**src/rtl/anton_neopixel_bus_arbiter_pkg.sv**
```systemverilog
// anton_neopixel_bus_arbiter_pkg: shared FSM/grant types and the pixel-gate rule for the bus arbiter
package anton_neopixel_bus_arbiter_pkg;
    typedef enum logic [1:0] {ARB_IDLE, ARB_WRITE, ARB_READ, ARB_CAPTURE} arb_state_t;
    typedef enum logic {GRANT_A, GRANT_B} grant_t;
    // A pixel-buffer write (register-select bit clear) is held off outside the latch window
    function automatic logic pixel_gated(input logic gate, input logic write, input logic reg_sel, input logic sync);
        return gate && write && !reg_sel && !sync;
    endfunction
endpackage

```
**src/rtl/anton_neopixel_bus_arbiter_if.sv**
```systemverilog
// anton_neopixel_bus_arbiter_if: requester A/B handshakes plus the core pixel/register bus
//   slave  : arbiter side (takes requests, drives acks/read data and the core strobes)
//   master : requesters and core model side
interface anton_neopixel_bus_arbiter_if #(parameter int ADDR_BITS = 14);
    logic                 aReq, aWrite, aAck;
    logic [ADDR_BITS-1:0] aAddr;
    logic [7:0]           aDataIn, aDataOut;
    logic                 bReq, bWrite, bAck;
    logic [ADDR_BITS-1:0] bAddr;
    logic [7:0]           bDataIn, bDataOut;
    logic [ADDR_BITS-1:0] busAddr;
    logic [7:0]           busDataIn, busDataOut;
    logic                 busWrite, busRead, busy;
    modport slave (
        input  aReq, aWrite, aAddr, aDataIn, bReq, bWrite, bAddr, bDataIn, busDataOut,
        output aAck, aDataOut, bAck, bDataOut, busAddr, busDataIn, busWrite, busRead, busy
    );
    modport master (
        output aReq, aWrite, aAddr, aDataIn, bReq, bWrite, bAddr, bDataIn, busDataOut,
        input  aAck, aDataOut, bAck, bDataOut, busAddr, busDataIn, busWrite, busRead, busy
    );
endinterface

```
**src/rtl/anton_neopixel_bus_arbiter_sync_bit.sv**
```systemverilog
// anton_neopixel_bus_arbiter_sync_bit: STAGES-flop synchroniser for a clk7mhz status bit into busClk
//   clk, rst_n (async, active-low), d (asynchronous input), q (synchronised output)
module anton_neopixel_bus_arbiter_sync_bit #(
    parameter int STAGES = 2
) (
    input  logic clk,
    input  logic rst_n,
    input  logic d,
    output logic q
);
    logic [STAGES-1:0] chain;
    always_ff @(posedge clk or negedge rst_n)
        if (!rst_n) chain <= '0;
        else chain <= (chain << 1) | STAGES'(d);
    assign q = chain[STAGES-1];
endmodule

```
**src/rtl/anton_neopixel_bus_arbiter.sv**
```systemverilog
// anton_neopixel_bus_arbiter: round-robin A/B arbiter for the neopixel core byte bus with pixel anti-tearing gate
//   busClk, busResetn (async, active-low), pixelsSync (async latch-window flag), bus (slave modport:
//   A/B request handshakes, core address/data/strobes, busy)
module anton_neopixel_bus_arbiter
    import anton_neopixel_bus_arbiter_pkg::*;
#(
    parameter int ADDR_BITS     = 14,
    parameter int GATE_B_PIXELS = 1,
    parameter int GATE_A_PIXELS = 0,
    parameter int SYNC_STAGES   = 2
) (
    input logic busClk,
    input logic busResetn,
    input logic pixelsSync,
    anton_neopixel_bus_arbiter_if.slave bus
);
    arb_state_t state;
    grant_t     grant, last_grant;
    logic       sync_pixels, a_ok, b_ok, pick_b, pick_write;

    anton_neopixel_bus_arbiter_sync_bit #(.STAGES(SYNC_STAGES)) u_sync (
        .clk   (busClk),
        .rst_n (busResetn),
        .d     (pixelsSync),
        .q     (sync_pixels)
    );

    // A gated requester drops out of eligibility so it never blocks the other one
    always_comb begin
        a_ok       = bus.aReq && !pixel_gated(GATE_A_PIXELS != 0, bus.aWrite, bus.aAddr[ADDR_BITS-1], sync_pixels);
        b_ok       = bus.bReq && !pixel_gated(GATE_B_PIXELS != 0, bus.bWrite, bus.bAddr[ADDR_BITS-1], sync_pixels);
        pick_b     = b_ok && (!a_ok || last_grant == GRANT_A);
        pick_write = pick_b ? bus.bWrite : bus.aWrite;
    end

    // Strobes, acks and busy are registered alongside the state so each tracks its state exactly
    always_ff @(posedge busClk or negedge busResetn) begin
        if (!busResetn) begin
            state         <= ARB_IDLE;
            grant         <= GRANT_A;
            last_grant    <= GRANT_B;
            bus.busAddr   <= '0;
            bus.busDataIn <= '0;
            bus.busWrite  <= 1'b0;
            bus.busRead   <= 1'b0;
            bus.busy      <= 1'b0;
            bus.aAck      <= 1'b0;
            bus.bAck      <= 1'b0;
            bus.aDataOut  <= '0;
            bus.bDataOut  <= '0;
        end else begin
            case (state)
                ARB_IDLE: if (a_ok || b_ok) begin
                    grant         <= pick_b ? GRANT_B : GRANT_A;
                    last_grant    <= pick_b ? GRANT_B : GRANT_A;
                    bus.busAddr   <= pick_b ? bus.bAddr : bus.aAddr;
                    bus.busDataIn <= pick_b ? bus.bDataIn : bus.aDataIn;
                    state         <= pick_write ? ARB_WRITE : ARB_READ;
                    bus.busWrite  <= pick_write;
                    bus.busRead   <= !pick_write;
                    bus.busy      <= 1'b1;
                    bus.aAck      <= pick_write && !pick_b;
                    bus.bAck      <= pick_write && pick_b;
                end
                ARB_READ: begin
                    // The core presents read data while busRead is high; it is taken at the CAPTURE entry edge
                    state       <= ARB_CAPTURE;
                    bus.busRead <= 1'b0;
                    bus.aAck    <= grant == GRANT_A;
                    bus.bAck    <= grant == GRANT_B;
                    if (grant == GRANT_A) bus.aDataOut <= bus.busDataOut;
                    else bus.bDataOut <= bus.busDataOut;
                end
                default: begin
                    state        <= ARB_IDLE;
                    bus.busWrite <= 1'b0;
                    bus.busRead  <= 1'b0;
                    bus.busy     <= 1'b0;
                    bus.aAck     <= 1'b0;
                    bus.bAck     <= 1'b0;
                end
            endcase
        end
    end
endmodule

```
**src/flat_wrapper.sv**
```systemverilog
// flat-port wrapper written by rule: the top's interface ports become plain ports
module anton_neopixel_bus_arbiter_flat import anton_neopixel_bus_arbiter_pkg::*;
#(
    parameter int ADDR_BITS     = 14,
    parameter int GATE_B_PIXELS = 1,
    parameter int GATE_A_PIXELS = 0,
    parameter int SYNC_STAGES   = 2
)
  (busClk, busResetn, pixelsSync, bus_aReq, bus_aWrite, bus_aAddr, bus_aDataIn, bus_bReq, bus_bWrite, bus_bAddr, bus_bDataIn, bus_busDataOut, bus_aAck, bus_aDataOut, bus_bAck, bus_bDataOut, bus_busAddr, bus_busDataIn, bus_busWrite, bus_busRead, bus_busy);
  anton_neopixel_bus_arbiter_if #(.ADDR_BITS(ADDR_BITS)) bus_i ();
  input logic busClk;
  input logic busResetn;
  input logic pixelsSync;
  input wire logic [$bits(bus_i.aReq)-1:0] bus_aReq;
  input wire logic [$bits(bus_i.aWrite)-1:0] bus_aWrite;
  input wire logic [$bits(bus_i.aAddr)-1:0] bus_aAddr;
  input wire logic [$bits(bus_i.aDataIn)-1:0] bus_aDataIn;
  input wire logic [$bits(bus_i.bReq)-1:0] bus_bReq;
  input wire logic [$bits(bus_i.bWrite)-1:0] bus_bWrite;
  input wire logic [$bits(bus_i.bAddr)-1:0] bus_bAddr;
  input wire logic [$bits(bus_i.bDataIn)-1:0] bus_bDataIn;
  input wire logic [$bits(bus_i.busDataOut)-1:0] bus_busDataOut;
  output wire logic [$bits(bus_i.aAck)-1:0] bus_aAck;
  output wire logic [$bits(bus_i.aDataOut)-1:0] bus_aDataOut;
  output wire logic [$bits(bus_i.bAck)-1:0] bus_bAck;
  output wire logic [$bits(bus_i.bDataOut)-1:0] bus_bDataOut;
  output wire logic [$bits(bus_i.busAddr)-1:0] bus_busAddr;
  output wire logic [$bits(bus_i.busDataIn)-1:0] bus_busDataIn;
  output wire logic [$bits(bus_i.busWrite)-1:0] bus_busWrite;
  output wire logic [$bits(bus_i.busRead)-1:0] bus_busRead;
  output wire logic [$bits(bus_i.busy)-1:0] bus_busy;
  assign bus_i.aReq = bus_aReq;
  assign bus_i.aWrite = bus_aWrite;
  assign bus_i.aAddr = bus_aAddr;
  assign bus_i.aDataIn = bus_aDataIn;
  assign bus_i.bReq = bus_bReq;
  assign bus_i.bWrite = bus_bWrite;
  assign bus_i.bAddr = bus_bAddr;
  assign bus_i.bDataIn = bus_bDataIn;
  assign bus_i.busDataOut = bus_busDataOut;
  assign bus_aAck = bus_i.aAck;
  assign bus_aDataOut = bus_i.aDataOut;
  assign bus_bAck = bus_i.bAck;
  assign bus_bDataOut = bus_i.bDataOut;
  assign bus_busAddr = bus_i.busAddr;
  assign bus_busDataIn = bus_i.busDataIn;
  assign bus_busWrite = bus_i.busWrite;
  assign bus_busRead = bus_i.busRead;
  assign bus_busy = bus_i.busy;
  anton_neopixel_bus_arbiter #(.ADDR_BITS(ADDR_BITS), .GATE_B_PIXELS(GATE_B_PIXELS), .GATE_A_PIXELS(GATE_A_PIXELS), .SYNC_STAGES(SYNC_STAGES)) u_core (.busClk(busClk), .busResetn(busResetn), .pixelsSync(pixelsSync), .bus(bus_i));
endmodule
```
**config.mk**
```make
export PLATFORM = sky130hd
export DESIGN_NAME = anton_neopixel_bus_arbiter_flat
export DESIGN_NICKNAME = d
export VERILOG_FILES = /design/src/rtl/anton_neopixel_bus_arbiter_pkg.sv /design/src/rtl/anton_neopixel_bus_arbiter_if.sv /design/src/rtl/anton_neopixel_bus_arbiter_sync_bit.sv /design/src/rtl/anton_neopixel_bus_arbiter.sv /design/src/flat_wrapper.sv
export SDC_FILE = /design/constraint.sdc
export NUM_CORES = 1
export LEC_CHECK = 0
export ABC_CLOCK_PERIOD_IN_PS = 2170
export CORE_ASPECT_RATIO = 0.6
export CORE_UTILIZATION = 42
export CTS_CLUSTER_SIZE = 28
export DETAILED_ROUTE_END_ITERATION = 12
export PLACE_DENSITY = 0.89
export SYNTH_ARGS = -nofsm -noshare
export SYNTH_HDL_FRONTEND = slang
export SYNTH_SLANG_ARGS = --single-unit
```
**constraint.sdc**
```tcl
create_clock -name busClk -period 2.17 [get_ports busClk]
set_clock_uncertainty 0.1 [all_clocks]
set_input_delay 0.5425 -clock busClk [delete_from_list [all_inputs] [get_ports busClk]]
set_output_delay 0.5425 -clock busClk [all_outputs]
set_load 0.01 [all_outputs]
```
==> results.cfg, run 1 <==
[grt]
track_usage_pct = 22.4
grt_max_degree = 32
antenna_found_initial = 0
grt_pass1_vias = 1977
gr-total-overflow = 0
grt_first_pass_wirelength_microns = 9890

[clock_tree]
cts-resized-gates = 0
clk_latency_ns = 0.30
clock_sinks = 49
cts_tree = built
clkTransAtPathRegs_ns = 0.09
cts_hold_buf = 0
clockBufferDepth = 2
cts-root-buf = clkbuf_8
cts_made_buffers = 5
htree_levels = 2
cts_setup_buffers = 0

[sta]
finalCriticalPeriod_ns = 2.02
max_freq_mhz = 496
worst_pin_slew_ns = 0.676
fin_crit_sh_pct = 93.0
finalSetupViolCount = 0
slew_violations = 0
hold_ws_ns = 0.163
hold_viol_final = 0
slew_headroom_pct = 55.0
rsz0062_at_grt = false

[place]
dp_hpwl_microns = 4500
dpl.cell_count = 347
io_buffers = 101
place_congestion = 0.823

[route]
first_iter_violations = 86
met3_wirelength_microns = 454
maxUsedRoutingLayer = met4
met2_length_microns = 2740
route.detailed.drc = 0
drt-vias-per-instance = 5.39
wire_per_inst_microns = 16.6
ant_nets = 0
m1WireLength_microns = 2640
drt_first_pass_iters = 4
via_count = 1915
routed_wl_microns = 5900

[setup_path]
crit_required_ns = 2.27
cp_cell_sequence = clkdlybuf4s50_1, or3b_4, a21oi_4, buf_4, a22oi_1, o31ai_1
r2r_slack_ns = 0.41
path_class = in2reg
end_kind = flip-flop
cpMaxStageDelayCell = clkdlybuf4s50_1
r2r_end = u_core.bus.aDataOut[1]
crit_end = u_core.bus.bAck
crit_path_start = bus_bWrite
cp-start-kind = input pin
rr_worst_depth = 3
max_stage_delay_ns = 0.49
cp.arrival_ns = 2.12
critPathMaxFanout = 5
r2r_start = u_core.state[0]

[final_layout]
final_cell_count_no_fill = 355
area_growth_pct = 53.8
fillers = 381
fin_nets = 347
num_antenna_cells = 0
layout-drive-gt1-share_pct = 25.3

[floorplanning]
core_sq_um = 5130
start_util_pct = 44.4
die_h_microns = 59.0
std_cell_rows = 20
die_w_microns = 97.0
die_area_sq_um = 5730
pin_count = 102

[logic_synthesis]
avgSynthCellArea_sq_um = 13.1
synth-edff-count = 0
yosysSeqAreaShare_pct = 53.9
ys_warn_count = 0
syn_nets = 233
synth_cells = 174
async_flop_share_pct = 100
synth_area_sq_um = 2280
ys_seq_elements = 49
yosys.cell_types.count = 38
ys.flop_type = dfrtp_1

[power]
power.density_nw_per_um2 = 1320
vdd_drop_max_v = 0.000646
power.leakage_nw = 1.43

[hold_path]
hp-class = in2async

[job]
cap_violations = 0

[status]
status = complete, no violations
[how the worst min path moves through the flow]
stage / cells after the start / to / slack [ns]
after CTS: 1 / u_core.bus.busRead / 0.19
final: 1 / u_core.bus.busRead / 0.16
after floorplan: 0 / u_core.bus.aAck / 0.15
after global placement: 0 / u_core.u_sync.chain[1] / 0.23
after detailed placement: 0 / u_core.u_sync.chain[1] / 0.24
after global routing: 1 / u_core.bus.busRead / 0.21
[area by class of cell]
class,count,area (sq um),share of cell area (%)
timing repair buffer,116,1160,33.0
clock inverter,3,17.5,0.500
inverter,1,3.75,0.107
sequential,49,1230,35.1
tap,66,82.6,2.36
clock buffer,5,68.8,1.97
multi-input combinational,115,945,27.0
[placed cells by master (no fill, tap or decap), drive strengths merged]
master           n
a21o             3
a21oi           23
a22oi            1
a2bb2oi         21
a31oi            1
a32oi            1
and3             1
buf             16
clkbuf           5
clkdlybuf4s50  100
clkinv           2
clkinvlp         1
dfrtp           48
dfstp            1
inv              1
mux2            16
nand2           26
nand2b           1
nand3            2
nand3b           1
nand4            1
nor2             2
nor3             1
o211ai           2
o21ai            5
o311a            1
o311ai           1
o31ai            3
or3b             1
or4b             1
[where the power goes]
group / leakage, nW / total, mW / switching, mW / internal [mW]
logic: 0.818 / 2.43 / 0.963 / 1.47
registers: 0.568 / 1.66 / 0.305 / 1.36
clock network: 0.0439 / 0.530 / 0.307 / 0.223
total: 1.43 / 4.63 / 1.57 / 3.05
[metal layers]
layer	up-vias	track usage [%]
met4	0	7.04
met1	934	30.3
met5	-	0
met3	10	5.31
met2	104	36.4
li1	867	-
[cell families (layout without fill, tap and decap cells)]
| group | Yosys count | in the layout | share of synthesized area, % |
|---|---|---|---|
| AOI/OAI and AO/OA | 62 | 62 | 25.2 |
| and+or+nand+nor | 37 | 37 | 8.14 |
| DFF | 49 | 49 | 53.9 |
| buffers and inverters | 10 | 125 | 4.84 |
| muxes | 16 | 16 | 7.92 |
[flip-flops by register name, indices dropped and copies added, names as in the netlist]
register and count:
u_core.bus.busAddr 14, u_core.bus.aDataOut 8, u_core.bus.bDataOut 8, u_core.bus.busDataIn 8, u_core.state 2, u_core.u_sync.chain 2
u_core.bus.aAck 1, u_core.bus.bAck 1, u_core.bus.busRead 1, u_core.bus.busWrite 1, u_core.bus.busy 1, u_core.grant 1
u_core.last_grant 1
[per-stage QoR]
stage                     setup WS [ns]  utilization, %  power, mW  setup TNS [ns]  cell area (sq um)
after floorplan                   0.407               -       2.91               0               2280
after global placement          -0.0870            66.6       4.02           -1.22               3410
after detailed placement         -0.168            66.6       4.14           -2.76               3410
after CTS                         0.144            68.2       4.67               0               3500
after global routing             0.0710            68.2       4.91               0               3500
final                             0.152            68.2       4.63               0               3500
[critical path, delay by kind of cell]
kind            cells  cell delay, ns
buf+inv             2            0.65
compound gates      3            0.50
simple gates        1            0.43
[cells in the mapped netlist (2+ instances only)]
cell type	count	area share (%)
mux2_1	2	0.99
o21ai_0	4	0.88
clkbuf_8	3	1.8
dfrtp_1	48	53
nand2_1	26	4.3
a21o_1	2	0.66
o31ai_1	3	0.99
a2bb2oi_1	8	3.1
a21oi_2	13	5.0
a21oi_1	9	2.0
buf_6	4	2.0
a2bb2oi_2	13	8.6
mux2_2	14	6.9
Power figures use the tool's default switching activity.
==> inputs of run 2 (changes only) <==
==> constraint.sdc (replaced) <==
create_clock -name busClk -period 2.17 [get_ports busClk]
set_clock_uncertainty 0.1 [all_clocks]
set_input_delay 0.434 -clock busClk [delete_from_list [all_inputs] [get_ports busClk]]
set_output_delay 0.434 -clock busClk [all_outputs]
set_load 0.01 [all_outputs]
==> results.cfg, run 2 (synthesis gave the netlist of run 1 again) <==
[final_layout]
design_area_sq_um = 3510
final_cell_count_no_fill = 354
largest_register = u_core.bus.busAddr
area_growth_pct = 54.2
largest_register_ffs = 14
layout_commonest_cell = clkdlybuf4s50_1
num_antenna_cells = 0
fin_nets = 346
layout-drive-gt1-share_pct = 24.3
final_cell_mix = 100 x clkdlybuf4s50_1, 48 x dfrtp_1, 26 x nand2_1

[place]
dpl_cell_area_sq_um = 3420
dp_slack_ns = -0.107
io_buffers = 101
dp_hpwl_microns = 4330
place_congestion = 0.836
dpl.cell_count = 346

[floorplanning]
die_w_microns = 97.0
start_util_pct = 44.4
core_sq_um = 5130
die_area_sq_um = 5730
pin_count = 102
die_h_microns = 59.0
std_cell_rows = 20

[power]
power.leakage_nw = 1.43
power.density_nw_per_um2 = 1320
vdd_drop_max_v = 0.000614
total_power_mw = 4.63

[sta]
max_freq_mhz = 513
finalSetupViolCount = 0
rsz0062_at_grt = false
hold_ws_ns = 0.0519
finalCriticalPeriod_ns = 1.95
slew_headroom_pct = 58.1
final.setup.worst_slack_ns = 0.221
worst_pin_slew_ns = 0.629
fin_crit_sh_pct = 89.8
slew_violations = 0
hold_viol_final = 0

[clock_tree]
clk_latency_ns = 0.29
cts-root-buf = clkbuf_8
cts_setup_buffers = 0
cts_hold_buf = 0
clockBufferDepth = 2
htree_levels = 2
clock_sinks = 49
cts_made_buffers = 5
cts_tree = built
cts-resized-gates = 0
clkTransAtPathRegs_ns = 0.09

[route]
drt_first_pass_iters = 5
route.detailed.drc = 0
wire_per_inst_microns = 16.4
via_count = 1865
first_iter_violations = 56
routed_wl_microns = 5820
ant_nets = 0
drt-vias-per-instance = 5.27

[setup_path]
critPathMaxFanout = 5
path_class = in2reg
cp.arrival_ns = 2.04
cp-start-kind = input pin
crit_required_ns = 2.26
end_kind = flip-flop

[hold_path]
hp-class = in2async

[grt]
grt_first_pass_wirelength_microns = 9250
gr-total-overflow = 0
grt_pass1_vias = 1843
track_usage_pct = 21.0
grt_max_degree = 26
antenna_found_initial = 0

[status]
status = complete, no violations

[job]
cap_violations = 0
run 2: cell types whose count changed in the layout (fill, tap and decap cells not counted):
cell | previous run | this run
buf_12 | 3 | 4
buf_4 | 12 | 10
clkbuf_1 | 0 | 2
clkbuf_8 | 5 | 6
clkinv_2 | 2 | 0
clkinvlp_4 | 1 | 0
run 2: layer usage:
layer  global-route usage, %  vias up  part of all wire, %
li1                        -      873                    -
met4                    5.12        0                 0.53
met3                    5.66        4                  7.9
met5                       0        -                    0
met2                    34.4       85                   46
met1                    28.5      903                   46
run 2: path summary, 6_finish.rpt:
check | startpoint | to | slack [ns] | cells past startpoint
worst max-delay path | bus_bWrite | u_core.bus.bAck | 0.22 | 6
worst min-delay path | busResetn | u_core.bus.busAddr[2] | 0.05 | 1
worst max register to register | u_core.u_sync.chain[1] | u_core.bus.bAck | 0.43 | 5
worst min register to register | u_core.u_sync.chain[0] | u_core.u_sync.chain[1] | 0.26 | 0
max in group asynchronous | busResetn | u_core.bus.busDataIn[6] | 1.37 | 2
min in group busClk | u_core.u_sync.chain[0] | u_core.u_sync.chain[1] | 0.26 | 0
run 2: per-stage QoR:
stage	setup TNS, ns	util, %
global placement	0	66.7
finish	0	68.4
global route	0	68.4
floorplan	0	-
CTS	0	68.4
detailed placement	-0.107	66.7
run 2: final cells by class:
type | instances | area (sq um)
Fill cell | 378 | 1620
Clock buffer | 8 | 90.1
Timing Repair Buffer | 115 | 1160
Tap cell | 66 | 82.6
Inverter | 1 | 3.75
Sequential cell | 49 | 1230
Multi-Input combinational cell | 115 | 945
run 2: power breakdown:
part           total [mW]  leakage (nW)  internal (mW)  switching [mW]
registers            1.66         0.568           1.36           0.302
clock network       0.546        0.0455          0.261           0.285
logic                2.42         0.817           1.47           0.951
total                4.63          1.43           3.09            1.54
run 2: worst max-delay path: stages:
cell	delay, ns
clkdlybuf4s50_1	0.48
or3b_4	0.42
a21oi_4	0.20
buf_4	0.16
a22oi_1	0.08
o31ai_1	0.25
